<file path="config.mk">
export PLATFORM = sky130hd
export DESIGN_NAME = mem_write_queue
export DESIGN_NICKNAME = d
export VERILOG_FILES = /design/src/rtl/mem_write_queue.sv
export SDC_FILE = /design/constraint.sdc
export NUM_CORES = 1
export LEC_CHECK = 0
export ABC_AREA = 0
export CAP_MARGIN = 40
export CORE_ASPECT_RATIO = 0.9
export CORE_MARGIN = 10
export CORE_UTILIZATION = 49
export CTS_CLUSTER_SIZE = 20
export DETAILED_ROUTE_END_ITERATION = 7
export DONT_BUFFER_PORTS = 1
export HOLD_SLACK_MARGIN = 0.06
export PLACE_DENSITY_LB_ADDON = 0.1
export SLEW_MARGIN = 10
export SYNTH_ARGS = -nofsm -noshare
export SYNTH_HDL_FRONTEND = slang
export SYNTH_SLANG_ARGS = --single-unit
</file>
<file path="constraint.sdc">
create_clock -name clk_i -period 5.2 [get_ports clk_i]
set_input_delay 1.56 -clock clk_i [delete_from_list [all_inputs] [get_ports clk_i]]
set_output_delay 1.56 -clock clk_i [all_outputs]
set_load 0.01 [all_outputs]
</file>
<file path="src/rtl/mem_write_queue.sv">
// mem_write_queue: in-order store buffer between the execute stage and memory.
// Accepts writes from execute, merges a write into the newest queued entry
// when the address matches and that entry is not the head, and drains to
// memory over a valid/ready handshake.
//
// Parameters
//   mem_addr_width  width of a memory address
//   width           width of a data word
//   depth           number of entries (power of two, >= 2)
//
// Ports
//   clk_i        clock, rising edge
//   reset_ni     asynchronous active-low reset
//   wr_valid_i   execute presents a write
//   wr_addr_i    write address
//   wr_data_i    write data
//   wr_ready_o   queue can take a write this cycle
//   mem_valid_o  head entry valid towards memory
//   mem_addr_o   head entry address
//   mem_data_o   head entry data
//   mem_ready_i  memory accepts the head entry
//   count_o      occupied entries
//   empty_o      queue empty (write fence for execute)
//   overflow_o   sticky: write offered while full
module mem_write_queue #(
    parameter int mem_addr_width = 16,
    parameter int width          = 32,
    parameter int depth          = 4
) (
    input  logic                      clk_i,
    input  logic                      reset_ni,
    input  logic                      wr_valid_i,
    input  logic [mem_addr_width-1:0] wr_addr_i,
    input  logic [width-1:0]          wr_data_i,
    output logic                      wr_ready_o,
    output logic                      mem_valid_o,
    output logic [mem_addr_width-1:0] mem_addr_o,
    output logic [width-1:0]          mem_data_o,
    input  logic                      mem_ready_i,
    output logic [$clog2(depth):0]    count_o,
    output logic                      empty_o,
    output logic                      overflow_o
);

    localparam int PW = $clog2(depth);
    localparam int CW = PW + 1;

    localparam logic [CW-1:0] FULL_CNT  = CW'(depth);
    localparam logic [CW-1:0] ONE_CNT   = CW'(1);
    localparam logic [CW-1:0] TWO_CNT   = CW'(2);
    localparam logic [CW-1:0] THREE_CNT = CW'(3);

    // Storage is intentionally not reset; only entries between head and
    // tail are ever presented to memory.
    logic [mem_addr_width-1:0] addr_q [depth];
    logic [width-1:0]          data_q [depth];

    logic [PW-1:0] head_q, head_d;
    logic [PW-1:0] tail_q, tail_d;
    logic [CW-1:0] count_q, count_d;
    logic          overflow_q, overflow_d;

    logic          full;
    logic          empty;
    logic          push;
    logic          pop;
    logic          coalesce;
    logic          alloc;
    logic          merge_room;
    logic [PW-1:0] newest;
    logic [PW-1:0] wr_idx;

    // Status derived only from registered state, so wr_ready_o has no
    // combinational path from mem_ready_i.
    assign full  = (count_q == FULL_CNT);
    assign empty = (count_q == '0);

    assign wr_ready_o  = !full;
    assign mem_valid_o = !empty;
    assign empty_o     = empty;
    assign count_o     = count_q;
    assign overflow_o  = overflow_q;
    assign mem_addr_o  = addr_q[head_q];
    assign mem_data_o  = data_q[head_q];

    assign push   = wr_valid_i && !full;
    assign pop    = !empty && mem_ready_i;
    assign newest = tail_q - PW'(1);

    // Merging is only legal if the newest entry is still behind the head
    // once this edge's pop has retired: at least two entries must remain.
    assign merge_room = pop ? (count_q >= THREE_CNT)
                            : (count_q >= TWO_CNT);

    assign coalesce = push && merge_room
                      && (addr_q[newest] == wr_addr_i);
    assign alloc    = push && !coalesce;
    assign wr_idx   = coalesce ? newest : tail_q;

    always_comb begin
        head_d     = head_q;
        tail_d     = tail_q;
        count_d    = count_q;
        overflow_d = overflow_q;

        if (pop) begin
            head_d = head_q + PW'(1);
        end

        if (alloc) begin
            tail_d = tail_q + PW'(1);
        end

        if (alloc && !pop) begin
            count_d = count_q + ONE_CNT;
        end else if (!alloc && pop) begin
            count_d = count_q - ONE_CNT;
        end

        if (wr_valid_i && full) begin
            overflow_d = 1'b1;
        end
    end

    always_ff @(posedge clk_i or negedge reset_ni) begin
        if (!reset_ni) begin
            head_q     <= '0;
            tail_q     <= '0;
            count_q    <= '0;
            overflow_q <= 1'b0;
        end else begin
            head_q     <= head_d;
            tail_q     <= tail_d;
            count_q    <= count_d;
            overflow_q <= overflow_d;
        end
    end

    always_ff @(posedge clk_i) begin
        if (push) begin
            addr_q[wr_idx] <= wr_addr_i;
            data_q[wr_idx] <= wr_data_i;
        end
    end

endmodule

</file>
# After elaboration in Yosys (flattened, before gate mapping)
# Memories as Yosys holds them, arrays and structs flattened.
# Cells that the tools add are included.
[op_classes]
add_sub_neg = 5
n_lt_le_gt_ge = 2
eq_ne = 2
muxes = 6
n_reduce_logical = 15
[op_table]
columns = ["operator", "count"]
rows = [
  ["$eq A16 B16 Y1", 1],
  ["$logic_and A1 B1 Y1", 8],
  ["$ge A3 B2 Y1 const B", 2],
  ["$mux W3", 2],
  ["$logic_not A1 Y1", 5],
  ["$add A2 B1 Y2 const B", 2],
  ["$add A3 B1 Y3 const B", 1],
  ["$eq A3 B3 Y1 const B", 1],
  ["$logic_not A3 Y1", 1],
  ["$mux W1", 3],
  ["$sub A3 B1 Y3 const B", 1],
  ["$mux W2", 1],
  ["$reduce_bool A2 Y1", 1],
  ["$sub A2 B1 Y2 const B", 1],
]
[word_totals]
regBits = 8
mem_bits_rw = 192
in_bits = 52
out_inout_bits = 55
word_cells = 36
n_memories = 2
[mem_list]
columns = ["name", "depth", "word_bits", "rd", "rd_ports_with_merged_regs", "write_ports", "line", "text"]
rows = [
  ["data_q", 4, 32, 1, 0, 1, "56", "logic [width-1:0] data_q [depth];"],
  ["addr_q", 4, 16, 2, 0, 1, "55", "logic [mem_addr_width-1:0] addr_q [depth];"],
]

# Depth between registers and ports, before layout
# Gate-level depths: netlist of run 1.
[depth]
ltp_word = 12
ltp_mapped = 14
ltp_nobuf = 11

# Least setup slack after synthesis of run 1
# Ideal clock, no wire load.
[synth_timing]
path_kind = "in2reg"
startpoint = "input port mem_ready_i"
endpoint = "memory addr_q[2][0] (enable)"
arrival_ps = 4762
setup_slack_ps = -36
cell_stages = 6
path_cell_list = "nand2b_1 -> a21oi_1 -> nor4_1 -> o221a_2 -> nand2_2 -> mux2i_1"
[synth_between]
elab_chain_cells = 5
[synth_rtl]
columns = ["element", "line", "text"]
rows = [
  ["from (decl)", "39", "input logic mem_ready_i,"],
  ["$logic_and A1 B1 Y1", "87", "assign pop = !empty && mem_ready_i;"],
  ["$mux W1", "92", "assign merge_room = pop ? (count_q >= THREE_CNT)"],
  ["$logic_and A1 B1 Y1", "95", "assign coalesce = push && merge_room"],
  ["$logic_and A1 B1 Y1", "96", "&& (addr_q[newest] == wr_addr_i);"],
  ["$mux W2", "98", "assign wr_idx = coalesce ? newest : tail_q;"],
  ["to (decl)", "55", ""],
]
# No other way between the ends.

# Worst setup path in the final report of run 1
[layout_timing]
startpoint = "register head_q[1]"
endpoint = "output port mem_data_o[17]"
[layout_between]
elab_chain_cells = 1
[layout_rtl]
columns = ["element", "line", "text"]
rows = [
  ["from (decl)", "58", "logic [PW-1:0] head_q, head_d;"],
  ["from (signal assigned)", "127", "head_q <= '0;"],
  ["from (signal assigned)", "132", "head_q <= head_d;"],
  ["$mem_v2 Z4 W32", "--", ""],
  ["to (decl)", "38", "output logic [width-1:0] mem_data_o,"],
]
# No other way between the ends.

==> out/results.ini, run 1 <==
[global_route]
top_usage_layer=met2
grt_max_degree=31
first_pass_grt_wire_length_um=23200
grtUsageMet1=0.165
grt_use_total=0.143
grt_util_met3=0.0687
antenna_found_initial=0
grt_util_met2=0.229
total_overflow_reported_by_the_global_router=0
vias_in_the_first_global_route=3727

[worst_setup_path]
worst-path-max-fanout=30
critical-path-max-stage-delay_ns=0.92
setup_slack_of_the_worst_register_to_register_path_ns=1.70
critPathTopFamily=flip-flops
crit_path_top_delay_cell=dfrtp_2
cp_capture_type=output pin
r2r_cells=11
critPathRequiredTime_ns=3.64
timing.rr.start=tail_q[1]
worst_ep_arrival_time_ns=2.22
critical_path.cell_chain=buf_4, mux4_2
path_class=reg2out
critical_path_buf_inv_count=1
worst_setup_path_start_kind=flop
critical_path.reg2reg.endpoint=count_o[2]

[die]
floorplan.io_pins=107
die_width_um=154
area_of_the_core_region_um2=16000
fp.dieH_um=141
row_count=44
die-area_um2=21700
initial_core_utilization=0.497

[layout]
layout.nets=413
area_growth_syn_to_layout_pct=11.2
post-route-util=0.552
multi_input_comb_area_um2=1950
mostFrequentLayoutCell=edfxtp_1
fill_cells=1215
antenna-diode-count=0
area.sequential_um2=5970
design_area_um2=8850
layout-drive-gt1-share=0.302
most_used_cells_in_the_layout_excluding_fill_and_tap_cells=edfxtp_1 (192), mux4_2 (62), xnor2_1 (19)

[sta]
finalSetupViolCount=0
finClkSkew_ns=0.0100
finalCriticalPeriod_ns=3.78
final_hold_vio_count=0
unrepaired_setup_endpoints_after_global_routing=no
slew_violations=0
post-route-period-util=0.728
worst_slew_pin_slew_ns=0.904
fmax_mhz=264
slew_headroom=0.398

[synthesis]
area_share_of_the_leading_cell_type_in_the_synthesized_netlist=0.725
synth_enable_flop_cells=192
synthesis.nets=399
post-synth-top-area-cell=edfxtp_1
yosysWarningCount=0
syn_area_cell_um2=23.1
synthesis.area_um2=7960
netlist_top_cells_area=edfxtp_1 (72%), mux4_2 (18%), dfrtp_1 (2.5%)
netlist_instances=345
seq_cells_post_synth=200
async_flop_share=0.0400
yosys.cell_types.count=32
ys_seq_area_frac=0.750
synth-main-ff-cell=edfxtp_1

[clock_network]
tritoncts.num_buffers=17
post_cts.repair.setup_buffers=0
tritoncts=built
clk_pin_slew_ns=0.06
postCtsResizedCells=0
clockBufferDepth=2
cts_max_level=4
worstSkewPairLatency_ns=0.43
clkSinkCount=200
cts-hold-fix-buffers=0
root_buffer=clkbuf_16

[hold_path]
worst_hold_path.num_cells=1
timing.hold.worst.class=reg2reg
hp-start=overflow_o
holdPathEnd=overflow_o

[routing]
total_iterations_of_the_first_detailed_routing_run=5
route.detailed.vias_per_inst=5.94
ant_nets=0
drtIter0Drc=209
wire_per_inst_um=26.1
dr_total_vias=3431
drt_drc_violations_left=0
drt_wl_total_um=15100

[place]
place_congestion=0.694
placement.cell_area_um2=8300
port_buffers=0
dp_hpwl_um=9650

[outcome]
outcome=finished, final reports clean

[power]
peakVddDrop_mv=0.371
power.density_cell_area_nw_per_um2=578
total_leakage_power_nw=2.78

[flow_run]
drv.max_cap_violation_count=0

-- layer usage --
| layer | routed length, um | vias up |
|---|---|---|
| li1 | - | 1487 |
| met1 | 5860 | 1845 |
| met2 | 7580 | 82 |
| met3 | 1430 | 17 |
| met4 | 221 | 0 |
| met5 | 0 | - |
-- metrics by stage --
step,power [mW],hold WS [ns],instances,setup WS (ns),TNS (ns)
after floorplan,3.55,0.512,345,-0.0363,-6.96
after global placement,3.94,0.543,546,1.70,0
after detailed placement,3.99,0.559,547,1.68,0
after CTS,5.22,0.575,578,1.34,0
after global routing,5.40,0.582,578,1.28,0
final,5.11,0.565,578,1.42,0
-- sequential cells by signal, summed over array words and instances, names as in the netlist --
register	cells
addr_q	64
data_q	128
tail_q	2
overflow_o	1
count_o	3
head_q	2
-- logic make-up after synthesis --
group,Yosys count,share of synthesized area
and+or+nand+nor,23,0.0162
muxes,71,0.187
buffers and inverters,19,0.0112
adders and majority gates,2,0.00409
xor gates and xnor gates,24,0.0264
DFF,200,0.750
AOI/OAI and AO/OA,6,0.00535
-- cell type report --
class,instances,share of cell area
Clock inverter,11,0.0130
Tap cell,207,0.0293
Multi-Input combinational cell,126,0.221
Clock buffer,20,0.0494
Timing Repair Buffer,11,0.0116
Sequential cell,200,0.675
Inverter,3,0.00127
-- Yosys cell counts, drive strengths merged (2+ instances only) --
master / count
nand2: 4
mux2i: 8
xor2: 5
edfxtp: 192
nand3: 4
mux4: 62
or3: 3
dfrtp: 8
clkbuf: 7
buf: 9
nand4: 2
xnor2: 19
nor3: 3
a21oi: 2
nor2: 3
inv: 3
-- worst max path at each step --
stage                             from  slack (ns)  cells after the start             end
after floorplan            mem_ready_i       -0.04                      6    addr_q[2][0]
after global placement    wr_addr_i[9]        1.70                      6   data_q[0][19]
after detailed placement     tail_q[1]        1.68                     11      count_o[2]
after CTS                    head_q[1]        1.34                      2  mem_data_o[17]
after global routing         head_q[1]        1.28                      2  mem_data_o[17]
final                        head_q[1]        1.42                      2  mem_data_o[17]
-- power by group --
part,switching [mW],internal (mW)
clock network,0.561,0.669
logic,0.765,0.707
registers,0.275,2.14
Power figures use the tool's default switching activity.
==> inputs of run 2 (changes only) <==
clock period = 3.3 ns   (was 5.2 ns; I/O delays follow)
==> run 2 against run 1 <==
Critical path depth increased by 8. Flip-flop and latch count unchanged. Clock skew about the same. First-iteration DRC count is 13% lower. Count of clock-buffer cells in the layout decreased by 3. Routed wire length shrank 1.2%. Design area is 2.1% higher. Die area is the same. Non-clock buffer count up 4. Global-route usage down 0.40 points. Combinational power increased by 79%. Largest cell class unchanged.
==> out/results.ini, run 2 (synthesis results as in run 1) <==
[die]
area_of_the_core_region_um2=16000
die-area_um2=21700
fp.dieH_um=141
row_count=44
die_width_um=154
floorplan.io_pins=107
initial_core_utilization=0.497

[clock_network]
cts_max_level=4
clockBufferDepth=2
postCtsResizedCells=0
root_buffer=clkbuf_16
post_cts.repair.setup_buffers=0
cts-hold-fix-buffers=0
clkSinkCount=200
worstSkewPairLatency_ns=0.43
tritoncts=built
tritoncts.num_buffers=17
clk_pin_slew_ns=0.07

[power]
total_leakage_power_nw=2.84
power.share.clock=0.253
switching_power_mw=2.57
comb_power_share=0.317
seqPwrFrac=0.430
peakVddDrop_mv=0.596
power.density_cell_area_nw_per_um2=919
netSwitchingFraction=0.310
p_int_mw=5.73

[layout]
area.sequential_um2=5970
largest_reg_flops=128
most_used_cells_in_the_layout_excluding_fill_and_tap_cells=edfxtp_1 (192), mux4_2 (62), xnor2_1 (19)
post-route-util=0.564
final-instance-count-excl-fill=583
multi_input_comb_area_um2=1950
layout-drive-gt1-share=0.319
mostFrequentLayoutCell=edfxtp_1
layout.nets=417
antenna-diode-count=0
register_containing_the_most_flip_flops_in_the_final_layout=data_q
area_growth_syn_to_layout_pct=13.5
fill_cells=1183

[worst_setup_path]
cp_capture_type=flop
crit_path_top_delay_cell=dfrtp_1
worst_ep_arrival_time_ns=3.37
critical_path_buf_inv_count=2
worst_setup_path_start_kind=flop
critPathTopFamily=adder cells
path_class=reg2reg
worst-path-max-fanout=12
critical-path-max-stage-delay_ns=0.48
critPathRequiredTime_ns=3.61
critical_path.cell_chain=buf_4, mux4_2, xnor2_1, nand4_1, nor3_2, a21oi_1, ha_1, inv_1, fa_1, mux2_2

[place]
placed_insts=551
dp_hpwl_um=9580
port_buffers=0
place_congestion=0.714

[global_route]
antenna_found_initial=0
grt_max_degree=31
vias_in_the_first_global_route=3801
total_overflow_reported_by_the_global_router=0
first_pass_grt_wire_length_um=22800
grt_use_total=0.139

[hold_path]
timing.hold.worst.class=in2async

[sta]
totalNegativeSetupSlack_ns=0
final_hold_vio_count=0
slew_violations=0
finalSetupViolCount=0
fmax_mhz=326
finClkSkew_ns=0.0102
slew_headroom=0.689
unrepaired_setup_endpoints_after_global_routing=no
post-route-period-util=0.928
finalCriticalPeriod_ns=3.06
worst_slew_pin_slew_ns=0.467

[outcome]
outcome=finished, final reports clean

[routing]
drt_wl_total_um=14900
dr_total_vias=3461
total_iterations_of_the_first_detailed_routing_run=4
route.detailed.vias_per_inst=5.94
wire_per_inst_um=25.6
ant_nets=0
drtIter0Drc=182
drt_drc_violations_left=0

[flow_run]
drv.max_cap_violation_count=0

-- run 2: changes by cell type in the layout (fill, tap and decap cells not counted), sizes merged --
cell      change
buf           +4
bufinv        +1
clkbuf        -3
clkinvlp      +3
-- run 2: cell type report --
type / instances / share of cell area
Clock buffer: 17 / 0.0471
Clock inverter: 15 / 0.0209
Inverter: 3 / 0.00125
Multi-Input combinational cell: 126 / 0.216
Sequential cell: 200 / 0.661
Tap cell: 207 / 0.0287
Timing Repair Buffer: 15 / 0.0249
-- run 2: worst reg2reg max path: cells and delay by family, from the launching register on --
family	cells	cell delay, ns
flip-flops	1	0.48
AND/OR/NAND/NOR	2	0.51
buffers and inverters	2	0.35
multiplexers	2	0.62
adder cells (fa/ha/maj)	2	0.65
AO/OA/AOI/OAI	1	0.17
XOR/XNOR	1	0.18
-- run 2: through the flow --
step	power, mW	setup slack, ns	hold slack, ns	instance area (um^2)
6_report	8.30	0.236	0.250	9030
3_3_place_gp	6.33	0.309	0.541	8420
5_1_grt	8.74	0.0600	0.219	9030
4_1_cts	8.47	0.208	0.227	9030
3_5_place_dp	6.35	0.239	0.557	8420
2_1_floorplan	5.59	-0.522	0.512	7970
-- run 2: final timing paths --
check | from | to | slack, ns | cells past startpoint
setup / recovery | tail_q[0] | count_o[1] | 0.24 | 10
hold / removal | reset_ni | head_q[0] | 0.25 | 0
setup reg to reg | tail_q[0] | count_o[1] | 0.24 | 10
hold reg to reg | overflow_o | overflow_o | 0.56 | 1
max in group asynchronous | reset_ni | head_q[1] | 2.97 | 0
min in group clk_i | overflow_o | overflow_o | 0.56 | 1
-- run 2: power groups by stage --
| stage | clock (mW) | combinational, mW | sequential (mW) |
|---|---|---|---|
| detailed placement | 0 | 2.72 | 3.63 |
| finish | 2.10 | 2.63 | 3.57 |
| floorplan | 0 | 2.02 | 3.57 |
| global placement | 0 | 2.73 | 3.61 |
| global route | 2.26 | 2.86 | 3.62 |
| CTS | 2.16 | 2.74 | 3.58 |
-- run 2: layer usage --
layer	GRT usage	vias up	routed length, um	share of wire
li1	-	1490	-	-
met1	0.156	1854	5720	0.38
met2	0.230	109	7580	0.51
met3	0.0736	8	1510	0.10
met4	0.0343	0	106	0.0071
met5	0	-	0	0
==> inputs of run 3 (changes only) <==
CTS_CLUSTER_SIZE = 10   (was 20)
==> results of run 3 <==
Same layout as run 2: the final DEF is identical, and so are final timing and power.
